[src/rtl/decode_uop_sequencer.sv]
// Decode-stage micro-op sequencer. It holds one aligned instruction, shows it
// to the combinational field decoder, and then sends it to rename. A normal
// instruction goes out as one uop. A complex instruction (AMO read-modify-write)
// is cracked into CRACK_UOPS uops. Both sides use valid/ready, and a flush
// drops the held instruction together with any crack still in progress.
module decode_uop_sequencer #(
    parameter int PC_WIDTH   = 64,
    parameter int CRACK_UOPS = 3,
    parameter int SEQ_WIDTH  = 2
) (
    input  logic                 i_clk,
    input  logic                 i_rst_n,
    input  logic                 i_flush,
    input  logic                 i_valid,
    input  logic [31:0]          i_instr,
    input  logic [PC_WIDTH-1:0]  i_pc,
    output logic                 o_ready,
    output logic [31:0]          o_dec_instr,
    input  logic                 i_dec_unknown,
    input  logic                 i_dec_complex,
    output logic                 o_uop_valid,
    input  logic                 i_uop_ready,
    output logic [31:0]          o_uop_instr,
    output logic [PC_WIDTH-1:0]  o_uop_pc,
    output logic [SEQ_WIDTH-1:0] o_uop_seq,
    output logic                 o_uop_last,
    output logic                 o_uop_illegal
);

    localparam logic [SEQ_WIDTH-1:0] SEQ_LAST = SEQ_WIDTH'(CRACK_UOPS - 1);

    // Only occupancy is stored. Whether the held instruction is SINGLE or
    // CRACK is worked out again every cycle from the decoder flags. The held
    // word does not change until the last uop leaves, so the class cannot
    // change partway through a crack.
    typedef enum logic {
        ST_EMPTY = 1'b0,
        ST_FULL  = 1'b1
    } state_t;

    state_t                 state_p0;
    logic [SEQ_WIDTH-1:0]   seq_p0;
    logic [31:0]            instr_p0;
    logic [PC_WIDTH-1:0]    pc_p0;

    logic                   vld_p0;
    logic                   is_crack;
    logic                   uop_last;
    logic                   uop_fire;
    logic                   accept;

    assign vld_p0   = (state_p0 == ST_FULL);
    // An unknown instruction is never cracked, even when complex is also set.
    assign is_crack = vld_p0 & ~i_dec_unknown & i_dec_complex;
    assign uop_last = vld_p0 & (~is_crack | (seq_p0 == SEQ_LAST));

    assign o_uop_valid   = vld_p0 & ~i_flush;
    assign uop_fire      = o_uop_valid & i_uop_ready;
    // Taking a new instruction in the same cycle the last uop leaves keeps
    // simple instructions flowing at one per cycle.
    assign o_ready       = ~i_flush & (~vld_p0 | (uop_fire & uop_last));
    assign accept        = i_valid & o_ready;

    assign o_dec_instr   = instr_p0;
    assign o_uop_instr   = instr_p0;
    assign o_uop_pc      = pc_p0;
    assign o_uop_seq     = is_crack ? seq_p0 : '0;
    assign o_uop_last    = uop_last;
    assign o_uop_illegal = vld_p0 & i_dec_unknown;

    // ---- stage p0: held instruction, occupancy and crack index ----
    // Flush wins over every handshake. A load replaces an instruction whose
    // last uop leaves in the same cycle.
    always_ff @(posedge i_clk or negedge i_rst_n) begin
        if (!i_rst_n) begin
            state_p0 <= ST_EMPTY;
            seq_p0   <= '0;
            instr_p0 <= '0;
            pc_p0    <= '0;
        end else if (i_flush) begin
            state_p0 <= ST_EMPTY;
            seq_p0   <= '0;
        end else begin
            if (uop_fire) begin
                if (uop_last) begin
                    seq_p0 <= '0;
                end else begin
                    seq_p0 <= seq_p0 + SEQ_WIDTH'(1);
                end
            end
            if (accept) begin
                state_p0 <= ST_FULL;
                instr_p0 <= i_instr;
                pc_p0    <= i_pc;
            end else if (uop_fire && uop_last) begin
                state_p0 <= ST_EMPTY;
            end
        end
    end

endmodule
[config.mk]
export PLATFORM = sky130hd
export DESIGN_NAME = decode_uop_sequencer
export DESIGN_NICKNAME = d
export VERILOG_FILES = /design/src/rtl/decode_uop_sequencer.sv
export SDC_FILE = /design/constraint.sdc
export NUM_CORES = 1
export LEC_CHECK = 0
export ABC_AREA = 1
export CORE_MARGIN = 2
export CORE_UTILIZATION = 39
export DETAILED_ROUTE_END_ITERATION = 10
export PLACE_DENSITY = 0.78
export SKIP_CTS_REPAIR_TIMING = 1
export SYNTH_ARGS = -nofsm -noshare
export SYNTH_HDL_FRONTEND = slang
export SYNTH_SLANG_ARGS = --single-unit
[constraint.sdc]
create_clock -name i_clk -period 1.84 [get_ports i_clk]
set_clock_uncertainty 0.2 [all_clocks]
set_input_delay 0.368 -clock i_clk [delete_from_list [all_inputs] [get_ports i_clk]]
set_output_delay 0.368 -clock i_clk [all_outputs]
set_load 0.05 [all_outputs]
==> results of run 1 <==
-- logic make-up (layout without fill, tap and decap cells) --
logic type,count (synthesis),count (layout),synth area share
compound gates,5,5,0.005740
fa+ha+maj,1,1,0.002870
buf+inv,82,296,0.1039
flops,99,99,0.5683
simple gates,301,301,0.3192
-- how the worst max path moves through the flow --
stage,to,slack [ns],depth (start not counted)
final,o_uop_last,-0.22,5
after floorplan,o_ready,0.004,5
after detailed placement,o_dec_instr[5],-0.30,9
after global routing,o_ready,-0.29,6
after global placement,o_ready,-0.25,7
after CTS,o_ready,-0.32,7
-- layout make-up --
cell class                 count  share of cell area
inverter                       9            0.004674
timing repair buffer         272              0.3959
sequential                    99              0.3427
tap                          140             0.02423
clock buffer                  13             0.02337
clock inverter                 2            0.001385
multi-input combinational    307              0.2077
-- tightest hold or removal path, cell delays in order --
cell	delay [ns]
dlymetal6s2s_1	0.14
buf_4	0.15
a21oi_1	0.04
-- sequential cells by signal, indices dropped and copies added (netlist names) --
signal,flops
seq_p0,2
state_p0,1
o_uop_pc,64
o_dec_instr,32
-- Yosys cell counts (all sizes together) --
master and number:
buf 47, nor2 3, clkbuf 26, dfrtp 99
a21oi 2, nand2 197, nand3b 2, ha 1
inv 9, nand4 96, nand3 3, o21ai 3
-- cells in the final DEF, fill, tap and decap left out, types with 2 or more instances in the layout --
cell type	count
buf_12	32
nand2_2	3
buf_4	125
buf_8	2
nand3b_1	2
nand3_4	2
nand4_1	96
o21ai_0	3
clkbuf_16	6
clkdlybuf4s50_1	97
dlymetal6s2s_1	3
buf_6	5
clkbuf_8	12
clkinv_2	2
dfrtp_1	99
nand2_1	193
inv_2	3
inv_1	6
-- metal layers --
layer | vias to the layer above | track usage | share of wire
li1 | 2029 | - | -
met1 | 2126 | 0.2670 | 0.41
met2 | 174 | 0.3567 | 0.51
met3 | 20 | 0.04268 | 0.062
met4 | 0 | 0.08228 | 0.017
met5 | - | 0 | 0
-- power groups by stage --
stage / Sequential, mW / Clock, mW / Combinational, mW
finish: 2.80 / 1.31 / 3.60
global route: 2.84 / 1.43 / 3.77
CTS: 2.80 / 1.34 / 3.51
detailed placement: 2.83 / 0 / 3.51
global placement: 2.82 / 0 / 3.48
floorplan: 3.98 / 0 / 1.04
==> run metrics, run 1 <==
Storage cell area=2477 sq um; Critical Setup Path Class=flip-flop to primary output; Top Family by Delay on Critical Path=flip-flops; clock sink count=99; core area=10,890 sq um; Worst Hold Path EP=state_p0; Tot GR Track Use=0.2116; CP max stage cell=dfrtp_1; I/O pin cnt=237; DRC Markers=0; IO buf count=236; layout cell share with drive strength beyond 1=0.2821; flop2flop setup slack=-0.06 ns; die extent in x=109.7 um; syn nets=592; status=finished, violations left; Worst EP required=1.27 ns; First-pass DRT Iterations=4; Routed Antenna Nets=0; unrepaired setup endpoints after global routing=true; post-synthesis cell type count=18; Critical Path Sink Type=primary output; Pins Over Slew Limit=0; r2r startpoint=seq_p0[1]; Pleak=3.682 nW; Achievable Freq=485.4 MHz; sequential power share=0.363; crit path cell chain=ha_4 -> nand3b_1 -> nand2_1 -> inv_1 -> buf_12; Synth-to-Final Area Change=65.82%; gr ovfl total=0; NumNets Final=802; HP Start=i_flush; Design Area, Final=7228 sq um; share of the synthesized area in the top cell type=0.5683; CTS tree=built; Slew @ Worst Pin=0.5584 ns; worst slack, placed=-0.2996 ns; R2R depth=10; Slew headroom=0.6277; final critical-path required period=2.060 ns; DPL Wire Length=9184 um; crit path from=seq_p0[1]; #FFs+latches synth=99; Buf/Inv on CP=2; area leader, netlist=dfrtp_1; largest net degree at the start of global routing=100; CTS clk-pin slew, worst paths=0.09 ns; area of the multi-input gates=1501 sq um; CP Data Arrival Time=1.49 ns; P per Cell Area=1067 nW/um^2; DR vias/cell=5.165; TritonCTS Buffers=9; fillers=841; DR iter-0 viols=314; Area contributors post-synth=dfrtp_1, nand2_1, nand4_1; Seq/Total Area, Yosys=0.5683; Critical Path Source Type=flip-flop; die area=12,040 sq um; violated checks=setup timing; final WL=14,480 um; Power, Total=7.709 mW; Final WS setup=-0.2202 ns; Hold WC Path Type=input port to flip-flop; Synthesis Warnings=0; WHS=0.1802 ns; Final Cycle Share=1.120; Synth Area per Inst=8.933 sq um; # placed instances=811; Clock Power Share=0.170; internal power=4.355 mW; worst stage delay on the critical path=0.43 ns; CTS H-tree depth=3; Post-DP Area=6691 sq um; final core occ=0.6639; Die H=109.7 um; DR WL/cell=17.19 um; initial antenna violation count=0; Fin Setup TNS=-2.560 ns; global-route wire length before repair=19,980 um; via count=4,349; total net switching power=3.355 mW; combinational power share=0.467; Initial Util=0.4004; Clock Latency Late Sink=0.35 ns; Worst Path Max Fanout=3; Max Cap Viol=0; Max Root-Sink Buffers=2; Post-Synthesis Cells=488; Reg-to-Reg End=o_uop_pc[8]; Fin. Hold Viols=0; vias in the first global route=3,966; Setup-failing EPs final=95; synthesized area=4359 sq um; # diodes=0; Layout Cells excl Fill=842; FP Rows=38; switching share of power=0.4351; worst vdd ir=0.5783 mV; Worst Hold Depth=3; CTS root buffer=clkbuf_8; GPL Wtd Cong=0.7998
Power figures use the tool's default switching activity.
==> inputs of run 2 (changes only) <==
--- a/config.mk
+++ b/config.mk
@@ -11,5 +11,4 @@
 export DETAILED_ROUTE_END_ITERATION = 10
 export PLACE_DENSITY = 0.78
-export SKIP_CTS_REPAIR_TIMING = 1
 export SYNTH_ARGS = -nofsm -noshare
 export SYNTH_HDL_FRONTEND = slang
--- a/constraint.sdc
+++ b/constraint.sdc
@@ -3,3 +3,3 @@
 set_input_delay 0.368 -clock i_clk [delete_from_list [all_inputs] [get_ports i_clk]]
 set_output_delay 0.368 -clock i_clk [all_outputs]
-set_load 0.05 [all_outputs]
+set_load 0.1 [all_outputs]
==> run 2 against run 1 <==
Compared with the run above:
- the flow still finishes with violations (setup timing)
- flip-flop and latch count is the same
- sequential power grew 9.3%
- critical endpoint is now o_dec_instr[12]
- final cell count increased by 2.0%
- non-clock buffer count rose by 15
- clock power grew 31%
- power grew 47%
- global-route usage increased by 5.3 points
==> run metrics, run 2 (synthesized netlist as in run 1, its figures left out) <==
status=finished, violations left (unchanged); violated checks=setup timing (unchanged); I/O pin cnt=237 (unchanged); DR WL/cell=20.41 um (was 17.19 um); P per Cell Area=1257 nW/um^2 (was 1067 nW/um^2); Slew headroom=0.5987 (was 0.6277); initial antenna violation count=1 (was 0); worst stage delay on the critical path=0.39 ns (was 0.43 ns); core area=10,890 sq um (unchanged); Pins Over Slew Limit=0 (unchanged); Clock Latency Late Sink=0.36 ns (was 0.35 ns); flop2flop setup slack=-0.38 ns (was -0.06 ns); gr ovfl total=0 (unchanged); largest net degree at the start of global routing=55 (was 100); IO buf count=236 (unchanged); FP Rows=38 (unchanged); Synth-to-Final Area Change=107.5% (was 65.82%); final WL=17,540 um (was 14,480 um); vias in the first global route=4,709 (was 3,966); Tot GR Track Use=0.2643 (was 0.2116); GPL Wtd Cong=0.8261 (was 0.7998); CTS clk-pin slew, worst paths=0.10 ns (was 0.09 ns); layout cell share with drive strength beyond 1=0.3914 (was 0.2821); Top Family by Delay on Critical Path=buffers and inverters (was flip-flops); Slew @ Worst Pin=0.6020 ns (was 0.5584 ns); DR vias/cell=5.442 (was 5.165); Power, Total=11.37 mW (was 7.709 mW); final critical-path required period=2.219 ns (was 2.060 ns); Achievable Freq=450.7 MHz (was 485.4 MHz); max FFs per register=64 (unchanged); crit path cell chain=inv_2 -> ha_2 -> nand3b_1 -> nand2_2 -> buf_4 -> buf_6 -> nand2_8 -> nand3_4 -> buf_8 -> buf_4 -> buf_6 -> nand2_1 -> nand2_1 (was ha_4 -> nand3b_1 -> nand2_1 -> inv_1 -> buf_12); CTS H-tree depth=3 (unchanged); Pleak=4.234 nW (was 3.682 nW); Hold WC Path Type=input port to flip-flop (unchanged); Routed Antenna Nets=0 (unchanged); unrepaired setup endpoints after global routing=true (unchanged); Final Cycle Share=1.206 (was 1.120); DPL Wire Length=10,910 um (was 9184 um); Critical Path Source Type=flip-flop (unchanged); Critical Path Sink Type=flip-flop (was primary output); Final WS setup=-0.3787 ns (was -0.2202 ns); global-route wire length before repair=24,350 um (was 19,980 um); DRC Markers=0 (unchanged); Worst EP required=1.90 ns (was 1.27 ns); Die H=109.7 um (unchanged); CTS tree=built (unchanged); NumNets Final=817 (was 802); final core occ=0.8310 (was 0.6639); Initial Util=0.4004 (unchanged); First-pass DRT Iterations=5 (was 4); CP Data Arrival Time=2.28 ns (was 1.49 ns); Fin. Hold Viols=0 (unchanged); die area=12,040 sq um (unchanged); Max Cap Viol=0 (unchanged); Worst Path Max Fanout=6 (was 3); Max Root-Sink Buffers=2 (unchanged); die extent in x=109.7 um (unchanged); Buf/Inv on CP=6 (was 2); worst vdd ir=0.8903 mV (was 0.5783 mV); DR iter-0 viols=281 (was 314); commonest non-fill, non-tap cell in the layout=nand2_1 (unchanged); CP max stage cell=dfrtp_1 (unchanged); Critical Setup Path Class=flip-flop to flip-flop (was flip-flop to primary output); TritonCTS Buffers=9 (unchanged); clock sink count=99 (unchanged); via count=4,675 (was 4,349); most frequent cells in the layout=nand2_1, buf_12, clkdlybuf4s50_1 (was nand2_1, buf_4, dfrtp_1); Setup-failing EPs final=101 (was 95); CTS root buffer=clkbuf_8 (unchanged)
==> run 2: cell count changes in the layout (fill, tap and decap cells not counted), moves of 2 or more <==
cell and change:
bufinv_16 +3, dlymetal6s2s_1 -2, buf_4 -103, buf_12 +112, dfrtp_2 +32, inv_1 -3, clkbuf_16 +2, nand2_2 +31
clkinvlp_4 +2, nand2_1 -31, clkbuf_8 -2, buf_16 +3, clkinv_2 -2, dfrtp_1 -32
==> run 2: per-stage QoR <==
stage	hold WS, ns	instance area (sq um)	instances	worst slack (ns)	setup TNS [ns]
CTS	0.2349	8638	841	-0.3119	-12.93
global route	0.2513	9047	859	-0.4683	-33.16
detailed placement	0.1854	8119	812	-0.3300	-28.28
floorplan	-0.1276	4419	488	-0.1265	-0.3548
global placement	0.1777	8119	812	-0.2863	-27.07
finish	0.2384	9047	859	-0.3787	-24.82
==> run 2: where the power goes <==
group	internal [mW]	total, mW	switching, mW	leakage [nW]
clock network	0.943	1.71	0.770	0.117
logic	2.33	6.59	4.26	2.93
registers	2.54	3.06	0.520	1.19
==> run 2: final cells by class <==
cell class / count / area [sq um]
Antenna cell: 1 / 2.502
Clock buffer: 12 / 145.1
Clock inverter: 4 / 97.59
Fill cell: 578 / 1841
Inverter: 9 / 40.04
Multi-Input combinational cell: 307 / 1580
Sequential cell: 99 / 2517
Tap cell: 140 / 175.2
Timing Repair Buffer: 287 / 4489
==> run 2: repair_timing <==
| action | 4_1_cts | 5_1_grt |
|---|---|---|
| setup buffers | 8 | 6 |
| hold buffers | 1 | 0 |
| cloned | 4 | 11 |
| hold endpoints to repair | 99 | 0 |
| endpoints found under the setup margin | 6 | 102 |
| gates resized for setup | 24 | 49 |
| pin swaps | 24 | 6 |
==> run 2: worst paths after layout <==
kind | from | end | cells past startpoint
min in group asynchronous | i_rst_n | o_dec_instr[9] | 3
max in group asynchronous | i_rst_n | o_dec_instr[29] | 3
hold / removal | i_flush | state_p0 | 3
setup reg to reg | seq_p0[0] | o_dec_instr[12] | 13
setup / recovery | seq_p0[0] | o_dec_instr[12] | 13
hold reg to reg | o_uop_pc[33] | o_uop_pc[33] | 2
==> run 2: metal layers <==
layer	GRT usage	up-vias	share of wire
met3	0.08832	48	0.085
li1	-	2057	-
met2	0.4577	265	0.54
met5	0	-	0
met4	0.1275	0	0.034
met1	0.2906	2305	0.35
==> run 2: worst reg2reg max path, stage by stage (launching register included) <==
cell and delay (ns):
dfrtp_1 0.39, inv_2 0.07, ha_2 0.16, nand3b_1 0.18, nand2_2 0.10, buf_4 0.15, buf_6 0.12, nand2_8 0.08
nand3_4 0.10, buf_8 0.17, buf_4 0.14, buf_6 0.13, nand2_1 0.07, nand2_1 0.06
==> inputs of run 3 (changes only) <==
Settings changed: CELL_PAD_IN_SITES_DETAIL_PLACEMENT set to 0, CELL_PAD_IN_SITES_GLOBAL_PLACEMENT set to 1, CORE_UTILIZATION 39 to 28, PLACE_DENSITY 0.78 to 0.8.
==> run 3 against run 2 <==
Compared with the run above:
- the flow still finishes with violations (setup timing)
- worst hold slack better by 0.028 ns
- highest routed layer unchanged
- count of clock-buffer cells in the layout down 1
- flip-flop and latch count unchanged
- setup slack better by 0.10 ns
- critical path depth down 7
- first-iteration DRC count down 35%
- fmax up 4.8%
- die area up 38%
- combinational power up 3%
- sequential power about the same
- critical endpoint is now o_ready
- final cell count up 6.4%
- via count down 1.9%
==> run metrics, run 3 (synthesized netlist as in run 1, its figures left out) <==
Final WS setup=-0.2776 ns (was -0.3787 ns); Tot GR Track Use=0.2300 (was 0.2643); final core occ=0.6290 (was 0.8310); Fin. Hold Viols=0 (unchanged); First-pass DRT Iterations=4 (was 5); unrepaired setup endpoints after global routing=true (unchanged); Initial Util=0.2867 (was 0.4004); Buf/Inv on CP=2 (was 6); CP max stage cell=dfrtp_1 (unchanged); DR WL/cell=20.79 um (was 20.41 um); fillers=1,208 (was 578); commonest non-fill, non-tap cell in the layout=nand2_1 (unchanged); crit path from=seq_p0[0] (unchanged); clock sink count=99 (unchanged); crit path cell chain=inv_2 -> ha_4 -> nand3b_1 -> nand2_2 -> a21oi_4 -> buf_12 (was inv_2 -> ha_2 -> nand3b_1 -> nand2_2 -> buf_4 -> buf_6 -> nand2_8 -> nand3_4 -> buf_8 -> buf_4 -> buf_6 -> nand2_1 -> nand2_1); Synth-to-Final Area Change=119.3% (was 107.5%); DPL Wire Length=10,200 um (was 10,910 um); r2r startpoint=seq_p0[1] (was seq_p0[0]); Setup-failing EPs final=101 (unchanged); area of the multi-input gates=1608 sq um (was 1580 sq um); Die H=128.8 um (was 109.7 um); CTS H-tree depth=3 (unchanged); GPL Wtd Cong=0.7793 (was 0.8261); Top Family by Delay on Critical Path=flip-flops (was buffers and inverters); status=finished, violations left (unchanged); Pleak=4.429 nW (was 4.234 nW); CTS clk-pin slew, worst paths=0.07 ns (was 0.10 ns); Worst Path Max Fanout=2 (was 6); DR vias/cell=5.018 (was 5.442); Slew @ Worst Pin=0.5311 ns (was 0.6020 ns); initial antenna violation count=0 (was 1); gr ovfl total=0 (unchanged); Critical Path Source Type=flip-flop (unchanged); Storage cell area=2517 sq um (unchanged); WHS=0.2667 ns (was 0.2384 ns); DR iter-0 viols=183 (was 281); die area=16,580 sq um (was 12,040 sq um); Max Root-Sink Buffers=2 (unchanged); critical path depth in cells=6 (was 13); IO buf count=236 (unchanged); violated checks=setup timing (unchanged); worst stage delay on the critical path=0.38 ns (was 0.39 ns); Critical Setup Path Class=flip-flop to primary output (was flip-flop to flip-flop); Final Cycle Share=1.151 (was 1.206); final WL=19,000 um (was 17,540 um); largest net degree at the start of global routing=70 (was 55); Worst EP required=1.27 ns (was 1.90 ns); Routed Antenna Nets=0 (unchanged); global-route wire length before repair=28,610 um (was 24,350 um); Slew headroom=0.6459 (was 0.5987); most frequent cells in the layout=nand2_1, buf_12, clkdlybuf4s50_1 (unchanged); flop2flop setup slack=-0.19 ns (was -0.38 ns); die extent in x=128.8 um (was 109.7 um); Hold WC Path Type=input port to asynchronous set/reset pin (was input port to flip-flop); P per Cell Area=1244 nW/um^2 (was 1257 nW/um^2); Achievable Freq=472.2 MHz (was 450.7 MHz); DRC Markers=0 (unchanged); Max Cap Viol=0 (unchanged); CTS tree=built (unchanged); core area=15,200 sq um (was 10,890 sq um); CP endpoint=o_ready (was o_dec_instr[12]); NumNets Final=825 (was 817); vias in the first global route=4,823 (was 4,709); # diodes=0 (was 1); CP Data Arrival Time=1.55 ns (was 2.28 ns); max FFs per register=64 (unchanged); FP Rows=45 (was 38); Clock Latency Late Sink=0.34 ns (was 0.36 ns); worst vdd ir=0.5542 mV (was 0.8903 mV); final critical-path required period=2.118 ns (was 2.219 ns); Reg-to-Reg End=o_dec_instr[26] (was o_dec_instr[12]); via count=4,586 (was 4,675); Critical Path Sink Type=primary output (was flip-flop); layout cell share with drive strength beyond 1=0.3967 (was 0.3914); CTS root buffer=clkbuf_16 (was clkbuf_8); Fin Setup TNS=-14.58 ns (was -24.82 ns); Pins Over Slew Limit=0 (unchanged); I/O pin cnt=237 (unchanged); TritonCTS Buffers=9 (unchanged); R2R depth=10 (was 13)
run 3: how the worst min path moves through the flow:
stage / end / slack, ns / cells after the start / from
2_1_floorplan: o_dec_instr[0] / -0.13 / 0 / i_rst_n
3_3_place_gp: o_uop_pc[12] / 0.08 / 1 / i_rst_n
3_5_place_dp: o_uop_pc[12] / 0.08 / 1 / i_rst_n
4_1_cts: o_uop_pc[12] / 0.26 / 2 / i_rst_n
5_1_grt: o_uop_pc[12] / 0.29 / 2 / i_rst_n
6_report: o_uop_pc[12] / 0.27 / 2 / i_rst_n
run 3: per-layer routing:
layer,track usage,up-vias,routed length (um)
li1,-,2090,-
met1,0.2962,2282,7669
met2,0.3931,191,9656
met3,0.04075,23,1305
met4,0.07481,0,366
met5,0,-,0
run 3: power by group:
part	internal, mW	switching, mW	leakage [nW]
Clock	1.24	0.836	0.156
Combinational	2.45	4.31	3.09
Sequential	2.55	0.520	1.19
Total	6.23	5.66	4.43
run 3: repair_timing:
| action | in CTS | in global routing |
|---|---|---|
| buffers inserted | 15 | 8 |
| cloned | 26 | 0 |
| endpoints found under the hold margin | 20 | 0 |
| hold buffers | 1 | 0 |
| pin swaps | 75 | 47 |
| endpoints found under the setup margin | 101 | 102 |
| gates resized for setup | 87 | 15 |
run 3: metrics by stage:
step | area, sq um | setup WS, ns | std cells | total power, mW
2_1_floorplan | 4419 | -0.1265 | 488 | 6.831
3_3_place_gp | 8115 | -0.4133 | 853 | 9.349
3_5_place_dp | 8115 | -0.5053 | 853 | 9.413
4_1_cts | 9525 | -0.2818 | 911 | 11.97
5_1_grt | 9562 | -0.3508 | 914 | 12.24
6_report | 9562 | -0.2776 | 914 | 11.90
run 3: cell type report:
| type | count | share of cell area |
|---|---|---|
| Timing Repair Buffer | 294 | 0.5056 |
| Tap cell | 188 | 0.02460 |
| Inverter | 9 | 0.004057 |
| Clock inverter | 5 | 0.008898 |
| Sequential cell | 99 | 0.2633 |
| Clock buffer | 11 | 0.02539 |
| Multi-Input combinational cell | 308 | 0.1681 |
